--- src/rtl/fv_mul_sched_if.sv ---
// Handshake bundle between fv_mul_sched and its pk/u sources, the shared multiplier and
// the tagged result sink. master = the scheduler, slave = everything around it.
interface fv_mul_sched_if #(
    parameter int unsigned QW = 64,
    parameter int unsigned UW = 1
);
    logic          start;
    logic          busy;
    logic          done;
    logic          err;

    logic [QW-1:0] pk0_data;
    logic          pk0_vld;
    logic          pk0_rdy;
    logic [QW-1:0] pk1_data;
    logic          pk1_vld;
    logic          pk1_rdy;
    logic [UW-1:0] u_data;
    logic          u_vld;
    logic          u_rdy;

    logic [QW-1:0] m_p_data;
    logic          m_p_vld;
    logic          m_p_last;
    logic [UW-1:0] m_u_data;
    logic          m_u_vld;
    logic          m_u_last;
    logic          m_rdy;
    logic [QW-1:0] m_z_data;
    logic          m_z_vld;
    logic          m_z_last;

    logic [QW-1:0] o_data;
    logic          o_vld;
    logic          o_last;
    logic          o_sel;

    modport master (
        input  start,
        output busy, done, err,
        input  pk0_data, pk0_vld, output pk0_rdy,
        input  pk1_data, pk1_vld, output pk1_rdy,
        input  u_data, u_vld, output u_rdy,
        output m_p_data, m_p_vld, m_p_last,
        output m_u_data, m_u_vld, m_u_last,
        input  m_rdy,
        input  m_z_data, m_z_vld, m_z_last,
        output o_data, o_vld, o_last, o_sel
    );

    modport slave (
        output start,
        input  busy, done, err,
        output pk0_data, pk0_vld, input pk0_rdy,
        output pk1_data, pk1_vld, input pk1_rdy,
        output u_data, u_vld, input u_rdy,
        input  m_p_data, m_p_vld, m_p_last,
        input  m_u_data, m_u_vld, m_u_last,
        output m_rdy,
        output m_z_data, m_z_vld, m_z_last,
        input  o_data, o_vld, o_last, o_sel
    );
endinterface

--- src/rtl/fv_mul_sched.sv ---
// Runs pk0*u then pk1*u through one shared multiplier; u is captured during the first
// feed and replayed from a local buffer for the second. Results are re-tagged and registered.
module fv_mul_sched #(
    parameter int unsigned N  = 16,
    parameter int unsigned QW = 64,
    parameter int unsigned UW = 1
) (
    input logic            clk,
    input logic            s_rst_n,
    fv_mul_sched_if.master bus
);
    localparam int unsigned CW = $clog2(N);
    localparam logic [CW-1:0] CntLast = CW'(N - 1);

    localparam logic [2:0] StIdle  = 3'd0;
    localparam logic [2:0] StFeed0 = 3'd1;
    localparam logic [2:0] StWait0 = 3'd2;
    localparam logic [2:0] StFeed1 = 3'd3;
    localparam logic [2:0] StWait1 = 3'd4;

    logic [2:0]    state_q, state_d;
    logic [CW-1:0] cnt_q, cnt_d;
    logic [UW-1:0] ubuf_q [N];

    logic [QW-1:0] o_data_q;
    logic          o_vld_q, o_last_q, o_sel_q, done_q, err_q;

    logic in_feed0, in_feed1, in_wait0, in_wait1, in_wait;
    logic cnt_last, beat, z_end, z_take;

    assign in_feed0 = (state_q == StFeed0);
    assign in_feed1 = (state_q == StFeed1);
    assign in_wait0 = (state_q == StWait0);
    assign in_wait1 = (state_q == StWait1);
    assign in_wait  = in_wait0 | in_wait1;
    assign cnt_last = (cnt_q == CntLast);
    assign z_end    = bus.m_z_vld & bus.m_z_last;
    assign z_take   = in_wait & bus.m_z_vld;

    // Feed-side forwarding depends only on state, counter and source streams, never on m_z_*.
    always_comb begin
        bus.pk0_rdy  = 1'b0;
        bus.pk1_rdy  = 1'b0;
        bus.u_rdy    = 1'b0;
        bus.m_p_vld  = 1'b0;
        bus.m_u_vld  = 1'b0;
        beat         = 1'b0;
        bus.m_p_data = in_feed1 ? bus.pk1_data : bus.pk0_data;
        bus.m_u_data = in_feed1 ? ubuf_q[cnt_q] : bus.u_data;
        bus.m_p_last = (in_feed0 | in_feed1) & cnt_last;
        bus.m_u_last = (in_feed0 | in_feed1) & cnt_last;
        if (in_feed0) begin
            bus.m_p_vld = bus.pk0_vld & bus.u_vld;
            bus.m_u_vld = bus.pk0_vld & bus.u_vld;
            beat        = bus.m_rdy & bus.pk0_vld & bus.u_vld;
            bus.pk0_rdy = beat;
            bus.u_rdy   = beat;
        end else if (in_feed1) begin
            bus.m_p_vld = bus.pk1_vld;
            bus.m_u_vld = bus.pk1_vld;
            beat        = bus.m_rdy & bus.pk1_vld;
            bus.pk1_rdy = beat;
        end
    end

    always_comb begin
        state_d = state_q;
        cnt_d   = cnt_q;
        case (state_q)
            StIdle: begin
                if (bus.start) begin
                    state_d = StFeed0;
                    cnt_d   = '0;
                end
            end
            StFeed0: begin
                if (beat) begin
                    cnt_d = cnt_last ? '0 : cnt_q + CW'(1);
                    if (cnt_last) state_d = StWait0;
                end
            end
            StWait0: begin
                if (z_end) state_d = StFeed1;
            end
            StFeed1: begin
                if (beat) begin
                    cnt_d = cnt_last ? '0 : cnt_q + CW'(1);
                    if (cnt_last) state_d = StWait1;
                end
            end
            StWait1: begin
                if (z_end) state_d = StIdle;
            end
            default: begin
                state_d = StIdle;
                cnt_d   = '0;
            end
        endcase
    end

    always_ff @(posedge clk) begin
        if (!s_rst_n) begin
            state_q  <= StIdle;
            cnt_q    <= '0;
            o_data_q <= '0;
            o_vld_q  <= 1'b0;
            o_last_q <= 1'b0;
            o_sel_q  <= 1'b0;
            done_q   <= 1'b0;
            err_q    <= 1'b0;
        end else begin
            state_q  <= state_d;
            cnt_q    <= cnt_d;
            o_vld_q  <= z_take;
            o_last_q <= z_take & bus.m_z_last;
            done_q   <= in_wait1 & z_end;
            // A result while not waiting for one means the multiplier is out of step.
            err_q    <= err_q | (bus.m_z_vld & ~in_wait);
            if (z_take) begin
                o_data_q <= bus.m_z_data;
                o_sel_q  <= in_wait1;
            end
        end
    end

    // Replay buffer carries no reset; it is fully rewritten in every FEED0.
    always_ff @(posedge clk) begin
        if (in_feed0 && beat) begin
            ubuf_q[cnt_q] <= bus.u_data;
        end
    end

    assign bus.busy   = (state_q != StIdle);
    assign bus.done   = done_q;
    assign bus.err    = err_q;
    assign bus.o_data = o_data_q;
    assign bus.o_vld  = o_vld_q;
    assign bus.o_last = o_last_q;
    assign bus.o_sel  = o_sel_q;
endmodule
--- src/flat_wrapper.sv ---
// flat-port wrapper written by rule: the top's interface ports become plain ports
module fv_mul_sched_flat 
#(
    parameter int unsigned N  = 16,
    parameter int unsigned QW = 64,
    parameter int unsigned UW = 1
)
  (clk, s_rst_n, bus_start, bus_busy, bus_done, bus_err, bus_pk0_data, bus_pk0_vld, bus_pk0_rdy, bus_pk1_data, bus_pk1_vld, bus_pk1_rdy, bus_u_data, bus_u_vld, bus_u_rdy, bus_m_p_data, bus_m_p_vld, bus_m_p_last, bus_m_u_data, bus_m_u_vld, bus_m_u_last, bus_m_rdy, bus_m_z_data, bus_m_z_vld, bus_m_z_last, bus_o_data, bus_o_vld, bus_o_last, bus_o_sel);
  fv_mul_sched_if #(.QW(QW), .UW(UW)) bus_i ();
  input logic clk;
  input logic s_rst_n;
  input wire logic [$bits(bus_i.start)-1:0] bus_start;
  output wire logic [$bits(bus_i.busy)-1:0] bus_busy;
  output wire logic [$bits(bus_i.done)-1:0] bus_done;
  output wire logic [$bits(bus_i.err)-1:0] bus_err;
  input wire logic [$bits(bus_i.pk0_data)-1:0] bus_pk0_data;
  input wire logic [$bits(bus_i.pk0_vld)-1:0] bus_pk0_vld;
  output wire logic [$bits(bus_i.pk0_rdy)-1:0] bus_pk0_rdy;
  input wire logic [$bits(bus_i.pk1_data)-1:0] bus_pk1_data;
  input wire logic [$bits(bus_i.pk1_vld)-1:0] bus_pk1_vld;
  output wire logic [$bits(bus_i.pk1_rdy)-1:0] bus_pk1_rdy;
  input wire logic [$bits(bus_i.u_data)-1:0] bus_u_data;
  input wire logic [$bits(bus_i.u_vld)-1:0] bus_u_vld;
  output wire logic [$bits(bus_i.u_rdy)-1:0] bus_u_rdy;
  output wire logic [$bits(bus_i.m_p_data)-1:0] bus_m_p_data;
  output wire logic [$bits(bus_i.m_p_vld)-1:0] bus_m_p_vld;
  output wire logic [$bits(bus_i.m_p_last)-1:0] bus_m_p_last;
  output wire logic [$bits(bus_i.m_u_data)-1:0] bus_m_u_data;
  output wire logic [$bits(bus_i.m_u_vld)-1:0] bus_m_u_vld;
  output wire logic [$bits(bus_i.m_u_last)-1:0] bus_m_u_last;
  input wire logic [$bits(bus_i.m_rdy)-1:0] bus_m_rdy;
  input wire logic [$bits(bus_i.m_z_data)-1:0] bus_m_z_data;
  input wire logic [$bits(bus_i.m_z_vld)-1:0] bus_m_z_vld;
  input wire logic [$bits(bus_i.m_z_last)-1:0] bus_m_z_last;
  output wire logic [$bits(bus_i.o_data)-1:0] bus_o_data;
  output wire logic [$bits(bus_i.o_vld)-1:0] bus_o_vld;
  output wire logic [$bits(bus_i.o_last)-1:0] bus_o_last;
  output wire logic [$bits(bus_i.o_sel)-1:0] bus_o_sel;
  assign bus_i.start = bus_start;
  assign bus_busy = bus_i.busy;
  assign bus_done = bus_i.done;
  assign bus_err = bus_i.err;
  assign bus_i.pk0_data = bus_pk0_data;
  assign bus_i.pk0_vld = bus_pk0_vld;
  assign bus_pk0_rdy = bus_i.pk0_rdy;
  assign bus_i.pk1_data = bus_pk1_data;
  assign bus_i.pk1_vld = bus_pk1_vld;
  assign bus_pk1_rdy = bus_i.pk1_rdy;
  assign bus_i.u_data = bus_u_data;
  assign bus_i.u_vld = bus_u_vld;
  assign bus_u_rdy = bus_i.u_rdy;
  assign bus_m_p_data = bus_i.m_p_data;
  assign bus_m_p_vld = bus_i.m_p_vld;
  assign bus_m_p_last = bus_i.m_p_last;
  assign bus_m_u_data = bus_i.m_u_data;
  assign bus_m_u_vld = bus_i.m_u_vld;
  assign bus_m_u_last = bus_i.m_u_last;
  assign bus_i.m_rdy = bus_m_rdy;
  assign bus_i.m_z_data = bus_m_z_data;
  assign bus_i.m_z_vld = bus_m_z_vld;
  assign bus_i.m_z_last = bus_m_z_last;
  assign bus_o_data = bus_i.o_data;
  assign bus_o_vld = bus_i.o_vld;
  assign bus_o_last = bus_i.o_last;
  assign bus_o_sel = bus_i.o_sel;
  fv_mul_sched #(.N(N), .QW(QW), .UW(UW)) u_core (.clk(clk), .s_rst_n(s_rst_n), .bus(bus_i));
endmodule
--- config.mk ---
export PLATFORM = sky130hd
export DESIGN_NAME = fv_mul_sched_flat
export DESIGN_NICKNAME = d
export VERILOG_FILES = /design/src/rtl/fv_mul_sched_if.sv /design/src/rtl/fv_mul_sched.sv /design/src/flat_wrapper.sv
export SDC_FILE = /design/constraint.sdc
export NUM_CORES = 1
export LEC_CHECK = 0
export BUFFER_PORTS_ARGS = -buffer_cell sky130_fd_sc_hd__buf_2
export CAP_MARGIN = 15
export CORE_AREA = 2 2 133 135
export CTS_CLUSTER_DIAMETER = 100
export DETAILED_ROUTE_END_ITERATION = 7
export DIE_AREA = 0 0 135 137
export PLACE_DENSITY = 0.66
export REMOVE_ABC_BUFFERS = 1
export SLEW_MARGIN = 15
export SYNTH_ARGS = -nofsm -noshare
export SYNTH_HDL_FRONTEND = slang
export SYNTH_SLANG_ARGS = --single-unit
export TNS_END_PERCENT = 1
--- constraint.sdc ---
create_clock -name clk -period 3.5 [get_ports clk]
set_input_delay 0.7 -clock clk [delete_from_list [all_inputs] [get_ports clk]]
set_output_delay 0.7 -clock clk [all_outputs]
set_load 0.01 [all_outputs]
==> impl_metrics.yaml <==
timing:
  worst_pin_slew_ns: 0.684
  drv_slew: 0
  setup_slack_ns: 0.571
  hold_slack_ns: 0.451
  finClkSkew_ns: 0.00978
  hold_viol: 0
  fin_crit_ns: 2.93
  finalSetupViolations: 0
  min_period_over_period: 0.837
  setup_tns_ns: 0
  fmax_ghz: 0.341
  rsz0062_at_grt: "no"
  max-slew-margin-rel: 0.544
yosys:
  syn_area_um2: 4510
  synth_top_family_by_area: "simple AND/OR/NAND/NOR gates"
  synth_warnings: 0
  avgSynthCellArea_um2: 8.85
  synthMuxAreaShare: 0.181
  ys_seq_elements: 96
  synth_top_area_share: 0.355
  synth_common_cells: "nand2_1, dfxtp_1, a21oi_1"
  synth_compound_area_frac: 0.111
  synth_flop_cell: "dfxtp_1"
  synthMostInstantiatedCell: "nand2_1"
  ys_top_cells_by_area: "dfxtp_1, mux2_2, nand2_1, edfxtp_1, a21oi_1"
  synth_xor_area_frac: 0.00388
  syn_inst: 510
  synthAdderAreaFrac: 0.0111
  synthSimpleGateAreaFrac: 0.183
  synth_area_leader_cell: "dfxtp_1"
  synth_async_sr_flop_share: 0
  ys_seq_area_frac: 0.461
  yosysUniqueCellTypes: 39
  synth_enable_flop_cells: 16
clocking:
  cts_tree: "built"
  root_buffer: "clkbuf_16"
  post_cts_buffers: 0
  path_clk_slew_ns: 0.07
  cts_resized: 0
  insertion_delay_ns: 0.35
  h-tree-depth: 3
  cts_buffers: 9
  cts_buffer_depth: 2
  cts.sinks: 96
  cts_hold_buffers: 0
die:
  core_um2: 17100
  ios: 344
  dieArea_um2: 18500
  rows: 48
  fp.dieW_um: 135
  initial_core_util: 0.265
  die_y_um: 137
worst_hold_path:
  hold_class: "reg -> reg"
global_route:
  grt_pass1_wl_um: 27900
  grt_usage: 0.211
  grt.overflow.total: 0
  grt_max_degree: 66
  antenna_found_initial: 16
  grt_pass1_vias: 4628
placement:
  place_congestion: 0.931
  portBuffers: 343
  pre_cts_ws_ns: 0.943
  dp_hpwl_um: 16300
cells_and_area:
  nets: 1038
  fill_cells: 1722
  drive_gt1_frac: 0.524
  syn_to_final_growth_pct: 49.1
route:
  antenna_left: 0
  first_pass_iters: 6
  drt_iter0_markers: 292
  routedWlPerCell_um: 18.6
  vias_per_cell: 4.61
  wirelength_um: 19800
  drc_errors: 0
  vias: 4931
pwr:
  leakage_nw: 3.13
  irDropWorstVdd_v: 0.000244
  p_per_area_nw_per_um2: 405
worst_setup_path:
  cp_data_required_time_ns: 2.80
  path_class: "reg -> out"
  cp-end-kind: "primary output"
  crit_arrival_ns: 2.23
  worstSetupStartpointType: "flip-flop"
  worstPathMaxFanout: 42
run_status:
  outcome: "complete, no violations"
run:
  drv_cap: 0
logic make-up (layout without fill, tap and decap cells):
| kind of cell | count (synthesis) | count (layout) |
|---|---|---|
| compound gates | 93 | 93 |
| xor+xnor | 2 | 2 |
| fa+ha+maj | 4 | 4 |
| buf+inv | 46 | 373 |
| flops | 96 | 96 |
| mux | 72 | 72 |
| other cells | 0 | 7 |
| simple gates | 197 | 197 |
critical path, cell delays in order, from the launching register on:
cell      delay, ns
dfxtp_1        0.59
nand3b_4       0.47
buf_12         0.28
mux2_2         0.36
buf_2          0.14
layout make-up:
type	instances	area, um2	area share
Multi-Input combinational cell	368	2230	0.331
Sequential cell	96	2080	0.309
Timing Repair Buffer	349	1770	0.264
Tap cell	225	282	0.0418
Clock buffer	11	253	0.0376
Clock inverter	5	63.8	0.00948
Inverter	8	30.0	0.00446
Antenna cell	7	17.5	0.00260
path summary, 6_finish.rpt:
path	endpoint	slack [ns]	cells after the start	start
hold / removal	u_core.bus.err	0.45	2	u_core.bus.err
setup / recovery	bus_m_p_data[16]	0.57	4	u_core.state_q[2]
setup reg to reg	u_core.bus.o_data[48]	1.29	5	u_core.state_q[1]
hold reg to reg	u_core.bus.err	0.45	2	u_core.bus.err
placed cells by master, fill, tap and decap left out, types with 6 or more instances in the layout:
| cell type | synthesis | routed |
|---|---|---|
| mux2_2 | 67 | 67 |
| clkbuf_16 | 0 | 9 |
| o21ai_0 | 6 | 6 |
| a21oi_1 | 71 | 71 |
| nand2_1 | 141 | 141 |
| dfxtp_1 | 80 | 80 |
| diode_2 | 0 | 7 |
| nand3_1 | 10 | 10 |
| edfxtp_1 | 16 | 16 |
| nor2_1 | 21 | 20 |
| inv_1 | 7 | 7 |
| buf_2 | 22 | 343 |
metrics by stage:
step,area [um2],utilization,cells,total power [mW]
floorplan,4320,-,472,1.44
global placement,6390,0.375,1046,1.71
detailed placement,6390,0.375,1046,1.71
CTS,6710,0.393,1062,2.75
global route,6730,0.394,1068,2.85
finish,6730,0.395,1069,2.72
routing by layer:
| layer | up-vias | wire, um | global-route usage |
|---|---|---|---|
| met5 | - | 27 | 0 |
| met4 | 4 | 975 | 0.130 |
| met3 | 42 | 1840 | 0.0630 |
| met2 | 270 | 9310 | 0.350 |
| met1 | 2235 | 7680 | 0.238 |
| li1 | 2380 | - | - |
state kept, by name (all words and copies together) (netlist names), named ones only:
| name | cells |
|---|---|
| u_core.bus.o_last | 1 |
| u_core.state_q | 3 |
| u_core.bus.err | 1 |
| u_core.bus.o_vld | 1 |
| u_core.bus.done | 1 |
| u_core.cnt_q | 4 |
| u_core.ubuf_q | 16 |
| u_core.bus.o_sel | 1 |
| u_core.bus.o_data | 64 |
report_power, final:
group | leakage, nW | internal, mW | switching [mW] | total, mW
clock | 0.158 | 0.600 | 0.436 | 1.04
combinational | 2.18 | 0.237 | 0.265 | 0.502
sequential | 0.791 | 1.16 | 0.0288 | 1.18
(Power assumes the default switching activity.)
